$ cat config.mk
export PLATFORM = sky130hd
export DESIGN_NAME = trap_ctrl_flat
export DESIGN_NICKNAME = d
export VERILOG_FILES = /design/src/rtl/trap_ctrl_pkg.sv /design/src/rtl/trap_ctrl_if.sv /design/src/rtl/trap_prio_enc.sv /design/src/rtl/trap_ctrl.sv /design/src/flat_wrapper.sv
export SDC_FILE = /design/constraint.sdc
export NUM_CORES = 1
export LEC_CHECK = 0
export BUFFER_PORTS_ARGS = -buffer_cell sky130_fd_sc_hd__buf_2
export CORE_MARGIN = 2
export CORE_UTILIZATION = 43
export CTS_BUF_LIST = sky130_fd_sc_hd__clkbuf_8
export CTS_CLUSTER_SIZE = 28
export DETAILED_ROUTE_END_ITERATION = 7
export GPL_TIMING_DRIVEN = 0
export HOLD_SLACK_MARGIN = 0.08
export PLACE_DENSITY = 0.95
export SYNTH_ARGS = -nofsm -noshare
export SYNTH_HDL_FRONTEND = slang
export SYNTH_HIERARCHICAL = 1
export SYNTH_SLANG_ARGS = --single-unit
$ cat constraint.sdc
create_clock -name clk -period 3.2 [get_ports clk]
set_input_delay 0.16 -clock clk [delete_from_list [all_inputs] [get_ports clk]]
set_output_delay 0.16 -clock clk [all_outputs]
set_load 0.005 [all_outputs]
$ cat src/rtl/trap_ctrl_pkg.sv
// Shared types for the machine-mode trap sequencer: cause codes, MEPC source select,
// privilege levels, MIE bit positions and the sequencer state encoding.
package trap_ctrl_pkg;

    typedef enum logic [1:0] {
        PRIV_U = 2'b00,
        PRIV_M = 2'b11
    } privilege_e;

    // {interrupt, code[4:0]}; MCAUSE_NONE is what the bus carries while the strobe is low
    typedef enum logic [5:0] {
        MCAUSE_NONE    = 6'h00,
        EXC_ILLEGAL    = 6'h02,
        EXC_BREAKPOINT = 6'h03,
        EXC_ECALL_U    = 6'h08,
        EXC_ECALL_M    = 6'h0B,
        INT_MSI        = 6'h23,
        INT_MTI        = 6'h27,
        INT_MEI        = 6'h2B
    } mcause_e;

    typedef enum logic {
        MEPC_PC_WB = 1'b0,
        MEPC_PC_IF = 1'b1
    } mepc_mux_e;

    typedef enum logic [1:0] {
        ST_IDLE     = 2'd0,
        ST_DRAIN    = 2'd1,
        ST_REDIRECT = 2'd2
    } trap_state_e;

    localparam int MIE_MSIE = 3;
    localparam int MIE_MTIE = 7;
    localparam int MIE_MEIE = 11;

    // Interrupt sources listed highest priority first
    localparam int      NUM_IRQ = 3;
    localparam int      IRQ_BIT   [NUM_IRQ] = '{MIE_MEIE, MIE_MSIE, MIE_MTIE};
    localparam mcause_e IRQ_CAUSE [NUM_IRQ] = '{INT_MEI, INT_MSI, INT_MTI};

    function automatic logic [31:0] trap_base(input logic [31:0] mtvec);
        return {mtvec[31:2], 2'b00};
    endfunction

endpackage

$ cat src/rtl/trap_ctrl_if.sv
// Fetch redirect handshake between the trap sequencer (master) and the fetch unit (slave).
interface trap_ctrl_if;
    logic        redirect_valid;
    logic        redirect_ready;
    logic [31:0] redirect_pc;

    modport master (
        output redirect_valid,
        output redirect_pc,
        input  redirect_ready
    );

    modport slave (
        input  redirect_valid,
        input  redirect_pc,
        output redirect_ready
    );
endinterface

$ cat src/rtl/trap_prio_enc.sv
// Combinational classifier: picks the winning synchronous exception, flags a legal MRET,
// and picks the highest-priority enabled interrupt.
module trap_prio_enc
    import trap_ctrl_pkg::*;
(
    input  logic               wb_valid,
    input  logic               wb_illegal,
    input  logic               wb_ecall,
    input  logic               wb_ebreak,
    input  logic               wb_mret,
    input  privilege_e         privilege_mode,
    input  logic               mstatus_mie,
    input  logic [NUM_IRQ-1:0] irq_line,
    input  logic [NUM_IRQ-1:0] irq_enable,
    output logic               exc_valid,
    output mcause_e            exc_cause,
    output logic               mret_valid,
    output logic               irq_valid,
    output mcause_e            irq_cause
);

    logic               user_mode;
    logic               illegal_ev;
    logic               global_en;
    logic [NUM_IRQ-1:0] irq_pend;

    assign user_mode  = (privilege_mode == PRIV_U);
    // MRET from user mode is an illegal instruction, not a return
    assign illegal_ev = wb_illegal | (wb_mret & user_mode);
    assign exc_valid  = wb_valid & (illegal_ev | wb_ecall | wb_ebreak);
    assign mret_valid = wb_valid & wb_mret & (privilege_mode == PRIV_M) & ~exc_valid;

    always_comb begin
        exc_cause = MCAUSE_NONE;
        if (illegal_ev)
            exc_cause = EXC_ILLEGAL;
        else if (wb_ecall)
            exc_cause = user_mode ? EXC_ECALL_U : EXC_ECALL_M;
        else if (wb_ebreak)
            exc_cause = EXC_BREAKPOINT;
    end

    // Lower privilege is always interruptible regardless of MIE
    assign global_en = user_mode | mstatus_mie;

    generate
        for (genvar gi = 0; gi < NUM_IRQ; gi++) begin : g_irq
            assign irq_pend[gi] = irq_line[gi] & irq_enable[gi] & global_en;
        end
    endgenerate

    assign irq_valid = |irq_pend;

    always_comb begin
        irq_cause = MCAUSE_NONE;
        for (int i = NUM_IRQ - 1; i >= 0; i--) begin
            if (irq_pend[i])
                irq_cause = IRQ_CAUSE[i];
        end
    end

endmodule

$ cat src/rtl/trap_ctrl.sv
// Machine-mode trap sequencer: drains for interrupts, emits CSR strobes, flushes and redirects fetch.
// Build option: TRAP_VECTORED_EN enables vectored interrupt targets (mtvec[1:0]==1).
module trap_ctrl
    import trap_ctrl_pkg::*;
(
    input  logic               clk,
    input  logic               reset,
    input  logic               wb_valid,
    input  logic               wb_illegal,
    input  logic               wb_ecall,
    input  logic               wb_ebreak,
    input  logic               wb_mret,
    input  logic               pipe_empty,
    input  logic               extern_intr,
    input  logic               timer_intr,
    input  logic               software_intr,
    input  privilege_e         privilege_mode,
    input  logic               mstatus_mie,
    input  logic [31:0]        mie,
    input  logic [31:0]        mtvec,
    input  logic [31:0]        mepc,
    output logic               hold_fetch,
    output logic               flush,
    trap_ctrl_if.master        redir,
    output logic               mcause_update,
    output mcause_e            mcause,
    output logic               mepc_updata,
    output mepc_mux_e          mepc_mux,
    output logic               is_mret
);

    trap_state_e        state_reg, state_next;
    logic [31:0]        redirect_pc_reg;
    logic [NUM_IRQ-1:0] irq_line;
    logic [NUM_IRQ-1:0] irq_enable;
    logic               exc_valid, mret_valid, irq_valid;
    mcause_e            exc_cause, irq_cause;
    logic               trap_fire, mret_fire, trap_is_irq;
    mcause_e            trap_cause;
    mepc_mux_e          mepc_sel;
    logic [31:0]        trap_target;
    logic               unused_mie;

    // Line order matches IRQ_BIT/IRQ_CAUSE: MEI, MSI, MTI
    assign irq_line = {timer_intr, software_intr, extern_intr};

    generate
        for (genvar gi = 0; gi < NUM_IRQ; gi++) begin : g_mie
            assign irq_enable[gi] = mie[IRQ_BIT[gi]];
        end
    endgenerate

    assign unused_mie = ^{mie[31:12], mie[10:8], mie[6:4], mie[2:0]};

    trap_prio_enc u_prio (
        .wb_valid       (wb_valid),
        .wb_illegal     (wb_illegal),
        .wb_ecall       (wb_ecall),
        .wb_ebreak      (wb_ebreak),
        .wb_mret        (wb_mret),
        .privilege_mode (privilege_mode),
        .mstatus_mie    (mstatus_mie),
        .irq_line       (irq_line),
        .irq_enable     (irq_enable),
        .exc_valid      (exc_valid),
        .exc_cause      (exc_cause),
        .mret_valid     (mret_valid),
        .irq_valid      (irq_valid),
        .irq_cause      (irq_cause)
    );

    always_comb begin
        state_next  = state_reg;
        trap_fire   = 1'b0;
        mret_fire   = 1'b0;
        trap_is_irq = 1'b0;
        trap_cause  = MCAUSE_NONE;
        mepc_sel    = MEPC_PC_WB;
        // Events seen while reset is asserted are dropped, so no strobe escapes a reset
        if (!reset) begin
            case (state_reg)
                ST_IDLE, ST_DRAIN: begin
                    if (exc_valid) begin
                        trap_fire  = 1'b1;
                        trap_cause = exc_cause;
                        state_next = ST_REDIRECT;
                    end else if (mret_valid) begin
                        mret_fire  = 1'b1;
                        state_next = ST_REDIRECT;
                    end else if (state_reg == ST_IDLE) begin
                        if (irq_valid)
                            state_next = ST_DRAIN;
                    end else if (!irq_valid) begin
                        state_next = ST_IDLE;
                    end else if (pipe_empty) begin
                        trap_fire   = 1'b1;
                        trap_is_irq = 1'b1;
                        trap_cause  = irq_cause;
                        mepc_sel    = MEPC_PC_IF;
                        state_next  = ST_REDIRECT;
                    end
                end
                ST_REDIRECT: begin
                    if (redir.redirect_ready)
                        state_next = ST_IDLE;
                end
                default: state_next = ST_IDLE;
            endcase
        end
    end

`ifdef TRAP_VECTORED_EN
    always_comb begin
        trap_target = trap_base(mtvec);
        if (trap_is_irq && (mtvec[1:0] == 2'b01))
            trap_target = trap_base(mtvec) + {25'd0, trap_cause[4:0], 2'b00};
    end
`else
    logic unused_vec;
    assign trap_target = trap_base(mtvec);
    assign unused_vec  = ^{mtvec[1:0], trap_is_irq};
`endif

    always_ff @(posedge clk) begin
        if (reset) begin
            state_reg       <= ST_IDLE;
            redirect_pc_reg <= 32'd0;
        end else begin
            state_reg <= state_next;
            if (trap_fire)
                redirect_pc_reg <= trap_target;
            else if (mret_fire)
                redirect_pc_reg <= mepc;
        end
    end

    assign hold_fetch           = (state_reg == ST_DRAIN);
    assign redir.redirect_valid = (state_reg == ST_REDIRECT);
    assign redir.redirect_pc    = redirect_pc_reg;
    assign flush                = trap_fire | mret_fire;
    assign mcause_update        = trap_fire;
    assign mepc_updata          = trap_fire;
    assign mcause               = trap_fire ? trap_cause : MCAUSE_NONE;
    assign mepc_mux             = trap_fire ? mepc_sel : MEPC_PC_WB;
    assign is_mret              = mret_fire;

endmodule

$ cat src/flat_wrapper.sv
// flat-port wrapper written by rule: the top's interface ports become plain ports
module trap_ctrl_flat import trap_ctrl_pkg::*;
  (clk, reset, wb_valid, wb_illegal, wb_ecall, wb_ebreak, wb_mret, pipe_empty, extern_intr, timer_intr, software_intr, privilege_mode, mstatus_mie, mie, mtvec, mepc, hold_fetch, flush, mcause_update, mcause, mepc_updata, mepc_mux, is_mret, redir_redirect_valid, redir_redirect_pc, redir_redirect_ready);
  trap_ctrl_if redir_i ();
  input  logic clk;
  input  logic reset;
  input  logic wb_valid;
  input  logic wb_illegal;
  input  logic wb_ecall;
  input  logic wb_ebreak;
  input  logic wb_mret;
  input  logic pipe_empty;
  input  logic extern_intr;
  input  logic timer_intr;
  input  logic software_intr;
  input  privilege_e privilege_mode;
  input  logic mstatus_mie;
  input  logic [31:0] mie;
  input  logic [31:0] mtvec;
  input  logic [31:0] mepc;
  output logic hold_fetch;
  output logic flush;
  output logic mcause_update;
  output mcause_e mcause;
  output logic mepc_updata;
  output mepc_mux_e mepc_mux;
  output logic is_mret;
  output wire logic [$bits(redir_i.redirect_valid)-1:0] redir_redirect_valid;
  output wire logic [$bits(redir_i.redirect_pc)-1:0] redir_redirect_pc;
  input wire logic [$bits(redir_i.redirect_ready)-1:0] redir_redirect_ready;
  assign redir_redirect_valid = redir_i.redirect_valid;
  assign redir_redirect_pc = redir_i.redirect_pc;
  assign redir_i.redirect_ready = redir_redirect_ready;
  trap_ctrl u_core (.clk(clk), .reset(reset), .wb_valid(wb_valid), .wb_illegal(wb_illegal), .wb_ecall(wb_ecall), .wb_ebreak(wb_ebreak), .wb_mret(wb_mret), .pipe_empty(pipe_empty), .extern_intr(extern_intr), .timer_intr(timer_intr), .software_intr(software_intr), .privilege_mode(privilege_mode), .mstatus_mie(mstatus_mie), .mie(mie), .mtvec(mtvec), .mepc(mepc), .hold_fetch(hold_fetch), .flush(flush), .redir(redir_i), .mcause_update(mcause_update), .mcause(mcause), .mepc_updata(mepc_updata), .mepc_mux(mepc_mux), .is_mret(is_mret));
endmodule
# Yosys cells after proc, flatten, opt, wreduce, memory -nomap -nowiden
# Index checks and enable logic that the tools add are counted.
[word_totals] in_bits=111 ram_bits=0 latchBits=0 reg_bits=34 output_inout_bits=45 mem_count=0 wordCells=73 romBits=0
[classes] n_shift=0 reduce_logical=7 muxes=40 div=0 add_sub_neg=0 magnitude_cmp=0 eq_ne=6 bitwise_logic=17 multipliers=0
[op_table] op="$mux 6" n=11
[op_table] op="$mux 32" n=2
[op_table] op="$mux 2" n=9
[op_table] op="$mux 1" n=15
[op_table] op="$and 1x1->1" n=11
[op_table] op="$mux 4" n=2
[op_table] op="$ne 6x5->1 const B" n=1
[op_table] op="$ne 5x3->1 const B" n=1
[op_table] op="$or 1x1->1" n=5
[op_table] op="$eq 2x2->1 const B" n=2
[op_table] op="$logic_not 2->1" n=2
[op_table] op="$pmux 2 s2" n=1
[op_table] op="$reduce_or 2->1" n=2
[op_table] op="$reduce_and 3->1" n=1
[op_table] op="$reduce_or 3->1" n=1
[op_table] op="$eq 2x1->1 const B" n=1
[op_table] op="$ne 2x1->1 const B" n=1
[op_table] op="$reduce_bool 2->1" n=1
[op_table] op="$not 1->1" n=1

# Longest topological paths before layout
[logic_depth] word_depth=14 ltp_mapped=7 ltp_nobuf=5

# Modules after synthesis
# The synthesis kept the hierarchy.
[by_module_without_submodules] mod="trap_ctrl" cells_per_inst=176 n_inst=1 seq_area_each_um2=680.7 area_each_um2=1746.7
[by_module_without_submodules] mod="trap_prio_enc" cells_per_inst=28 n_inst=1 seq_area_each_um2=0.0 area_each_um2=178.9

# Worst setup path after synthesis
# No wires, ideal clock.
[synth_timing] path_type="input-to-output" start="input port privilege_mode[1]" end="output port mepc_updata" cell_stages=7 n_path_buf=2 setup_slack_ns=1.296 required_ns=3.040 t_arrival_ns=1.744 path_cell_list="or3b_4 -> a31oi_1 -> inv_1 -> a21o_1 -> clkbuf_1 -> nor2_1 -> buf_4"
[synth_between] elab_chain_len=12 word_cells_on_any_way=21
[synth_lines] element="start: declaration" line="flat_wrapper.sv:16" source="input privilege_e privilege_mode;"
[synth_lines] element="$logic_not 2->1 (*)" line="trap_prio_enc.sv:27" source="assign user_mode = (privilege_mode == PRIV_U);"
[synth_lines] element="$and 1x1->1 (*)" line="trap_prio_enc.sv:29" source="assign illegal_ev = wb_illegal | (wb_mret & user_mode);"
[synth_lines] element="$or 1x1->1 (*)" line="trap_prio_enc.sv:29"
[synth_lines] element="$or 1x1->1 (*) (2 in a row)" line="trap_prio_enc.sv:30" source="assign exc_valid = wb_valid & (illegal_ev | wb_ecall | wb_ebreak);"
[synth_lines] element="$and 1x1->1 (*)" line="trap_prio_enc.sv:30"
[synth_lines] element="net u_core.exc_valid" line="trap_ctrl.sv:36" source="logic exc_valid, mret_valid, irq_valid;"
[synth_lines] element="$not 1->1" line="trap_prio_enc.sv:31" source="assign mret_valid = wb_valid & wb_mret & (privilege_mode == PRIV_M) & ~exc_valid;"
[synth_lines] element="$and 1x1->1" line="trap_prio_enc.sv:31"
[synth_lines] element="$mux 1" line="trap_ctrl.sv:87" source="end else if (mret_valid) begin"
[synth_lines] element="$mux 1 (*)" line="trap_ctrl.sv:83" source="if (exc_valid) begin"
[synth_lines] element="$mux 1 (*)" line="trap_ctrl.sv:81" source="case (state_reg)"
[synth_lines] element="$mux 1 (*)" line="trap_ctrl.sv:80" source="if (!reset) begin"
[synth_lines] element="end: declaration" line="flat_wrapper.sv:25" source="output logic mepc_updata;"
# Mark *: on every way through the listed nets, which the timed path passes. The rest lies on a longest branch.

# Worst setup path after layout
[layout_timing] start="input port privilege_mode[1]" end="output port mcause[1]"
[layout_between] word_cells_on_any_way=35
[layout_lines] element="$logic_not 2->1 (*)" line="trap_prio_enc.sv:27"
[layout_lines] element="$and 1x1->1 (*)" line="trap_prio_enc.sv:29"
[layout_lines] element="$or 1x1->1 (*)" line="trap_prio_enc.sv:29"
[layout_lines] element="$or 1x1->1 (*) (2 in a row)" line="trap_prio_enc.sv:30"
[layout_lines] element="$and 1x1->1 (*)" line="trap_prio_enc.sv:30"
[layout_lines] element="net u_core.exc_valid" line="trap_ctrl.sv:36"
[layout_lines] element="$not 1->1" line="trap_prio_enc.sv:31"
[layout_lines] element="$and 1x1->1" line="trap_prio_enc.sv:31"
[layout_lines] element="$mux 6 / $mux 1 (equally long branches)" line="trap_ctrl.sv:87"
[layout_lines] element="$mux 6 / $mux 1 (equally long branches)" line="trap_ctrl.sv:83"
[layout_lines] element="$mux 6 / $mux 1 (equally long branches)" line="trap_ctrl.sv:81"
[layout_lines] element="$mux 6 / $mux 1 (equally long branches)" line="trap_ctrl.sv:80"
[layout_lines] element="$mux 6 (*)" line="trap_ctrl.sv:143" source="assign mcause = trap_fire ? trap_cause : MCAUSE_NONE;"
[layout_lines] element="end: declaration" line="flat_wrapper.sv:24" source="output mcause_e mcause;"
# Marks and branches as above.

==> flow_summary.yaml <==
status:
  outcome: "completed"
floorplanning:
  dieArea_um2: 5030
  initial_utilization_pct: 44.5
  die_y_um: 70.9
  core_area_um2: 4320
  rows: 24
  die_x_um: 70.9
  io_pins: 156
global_route:
  grt_max_degree: 12
  top_usage_layer: "met2"
  use_met2_pct: 35.3
  grt_usage_pct: 20.7
  grt_overflow_total: 0
  antenna_found_initial: 0
  use_met1_pct: 25.9
  grt_pass1_wl_um: 8470
  grt.met3_usage_pct: 5.27
  grt_pass1_vias: 1878
placement:
  dp_cells: 382
  numPortBuffers: 123
  place.gp.congestion: 0.716
  dp.final_hpwl_um: 3980
min_path:
  min_path_type: "input port to flip-flop"
cells_and_area:
  syn2layout_area_growth_pct: 40.9
  diodes: 0
  drive_gt1_share_pct: 44.4
  fin_cells: 390
  finalNetCount: 448
  largest_reg_flops: 32
clock_network:
  clkTransAtPathRegs_ns: 0.07
  cts_tree: "built"
  clk_path_buf_depth: 2
  post_cts.resized_instances: 0
  postCtsSetupBuffers: 0
  cts-root-buf: "clkbuf_8"
  clk_latency_ns: 0.28
  htree_levels: 2
  clkSinkCount: 34
  hold_buffers: 0
  cts_buffers: 5
pwr:
  p_leak_nw: 1.26
  power_frac_comb_pct: 24.4
  p_int_mw: 0.769
  p_sw_share_pct: 28.7
  ir_drop_uv: 183
  switchingPower_mw: 0.310
  p_clk_share_pct: 30.9
  pwr-share-seq_pct: 44.6
  p_per_area_nw_per_um2: 398
synthesis:
  ys_seq_elements: 34
  syn_area_um2: 1930
  syn_inst: 204
  synth_top_area_share_pct: 35.3
  synth_seq_area_share_pct: 35.3
  synth_cell_types: 36
  async_flop_share_pct: 0
  netlist_top_cells_count: "34 x dfxtp_1, 34 x nor2_1, 32 x mux2i_1, 30 x a221oi_1, 12 x clkbuf_1"
  synth-edff-count: 0
  yosys.area.top_type: "dfxtp_1"
  synthTopCellsByArea: "dfxtp_1 35%, mux2i_1 17%, a221oi_1 14%"
  synth_warnings: 6
  syn_area_per_cell_um2: 9.44
  ys.flop_type: "dfxtp_1"
route:
  routed_wl_um: 5300
  routed_via_density: 5.19
  dr_total_vias: 2026
  ant_nets: 0
  drc: 0
  drt_pass1_iterations: 4
  avgRoutedWirePerCell_um: 13.6
  drtIter0Drc: 72
timing:
  grt_setup_unrepaired: "no"
  drv_slew: 0
  max-slew-margin-rel_pct: 53.8
  hold_viol_final: 0
  period_share_pct: 76.3
  fmax_ghz: 0.410
  fin_tns_setup_ns: 0
  finalSetupViolations: 0
  tightest_slew_ns: 0.688
  skew_ns: 0.00350
  finalCriticalPeriod_ns: 2.44
setup_path:
  crit_required_ns: 3.04
  reg2reg_to: "u_core/redir.redirect_pc[6]"
  r2r_start: "u_core/state_reg[0]"
  cp_max_fo: 6
  r2r_slack_ns: 1.62
  worstSetupPathType: "input port to primary output"
  worstRegToRegCells: 4
  crit_end: "mcause[1]"
  cp-end-kind: "primary output"
  worstPathArrival_ns: 2.28
  critPathLaunch: "privilege_mode[1]"
  critPathLaunchType: "input port"
flow_run:
  maxCapViolations: 0
worst max-delay path, cell delays in order:
cell     delay [ns]
buf_2          0.13
or3b_4         0.40
a31oi_1        0.45
inv_1          0.19
nor3_1         0.61
a22o_1         0.23
buf_2          0.11
worst min path at each step:
stage,startpoint,end,depth (start not counted)
floorplan,mepc[0],u_core/redir.redirect_pc[0],2
detailed placement,mtvec[7],u_core/redir.redirect_pc[7],3
finish,mtvec[22],u_core/redir.redirect_pc[22],3
CTS,mtvec[13],u_core/redir.redirect_pc[13],3
global route,mtvec[21],u_core/redir.redirect_pc[21],3
global placement,mepc[0],u_core/redir.redirect_pc[0],3
cell families (layout without fill, tap and decap cells):
| logic type | after synthesis | in the layout | share of synthesized area [%] |
|---|---|---|---|
| flops | 34 | 34 | 35.3 |
| other cells | 1 | 4 | 0.195 |
| mux | 32 | 32 | 16.6 |
| simple gates | 59 | 59 | 16.5 |
| compound gates | 48 | 48 | 20.8 |
| buf+inv | 30 | 161 | 10.5 |
stage by stage:
step	power (mW)	utilization (%)	cell area (um2)	hold WS, ns	setup slack [ns]
floorplan	0.632	-	1940	0.355	1.30
global placement	0.746	60.5	2620	0.455	0.842
detailed placement	0.755	60.5	2620	0.470	0.808
CTS	1.09	62.7	2710	0.164	0.792
global route	1.14	62.7	2710	0.172	0.593
finish	1.08	62.7	2710	0.170	0.760
area by class of cell:
type / instances / area (um2)
Inverter: 5 / 18.8
Clock inverter: 2 / 12.5
Timing Repair Buffer: 123 / 616
Sequential cell: 34 / 681
Fill cell: 377 / 1610
Clock buffer: 6 / 82.6
Multi-Input combinational cell: 143 / 1050
Tap cell: 52 / 65.1
Buffer: 25 / 184
cell usage in the layout, fill, tap and decap left out, drive strengths merged, types with 3 or more instances in the layout:
| cell | instances |
|---|---|
| a221oi | 30 |
| a22o | 6 |
| a31oi | 3 |
| buf | 136 |
| clkbuf | 18 |
| conb | 4 |
| dfxtp | 34 |
| inv | 5 |
| mux2i | 32 |
| nand2 | 5 |
| nor2 | 34 |
| nor3 | 4 |
metal layers:
metal	share of wire, %	up-vias
met5	0	-
met4	0.74	0
met3	7.5	4
met2	49	89
met1	43	911
li1	-	1022
power by group through the flow:
stage	clock network, mW	logic (mW)	registers [mW]
floorplan	0	0.137	0.495
global placement	0	0.258	0.489
detailed placement	0	0.264	0.491
CTS	0.343	0.265	0.482
global route	0.363	0.292	0.487
finish	0.334	0.264	0.481
No activity file was read; power rests on OpenSTA's default activity.
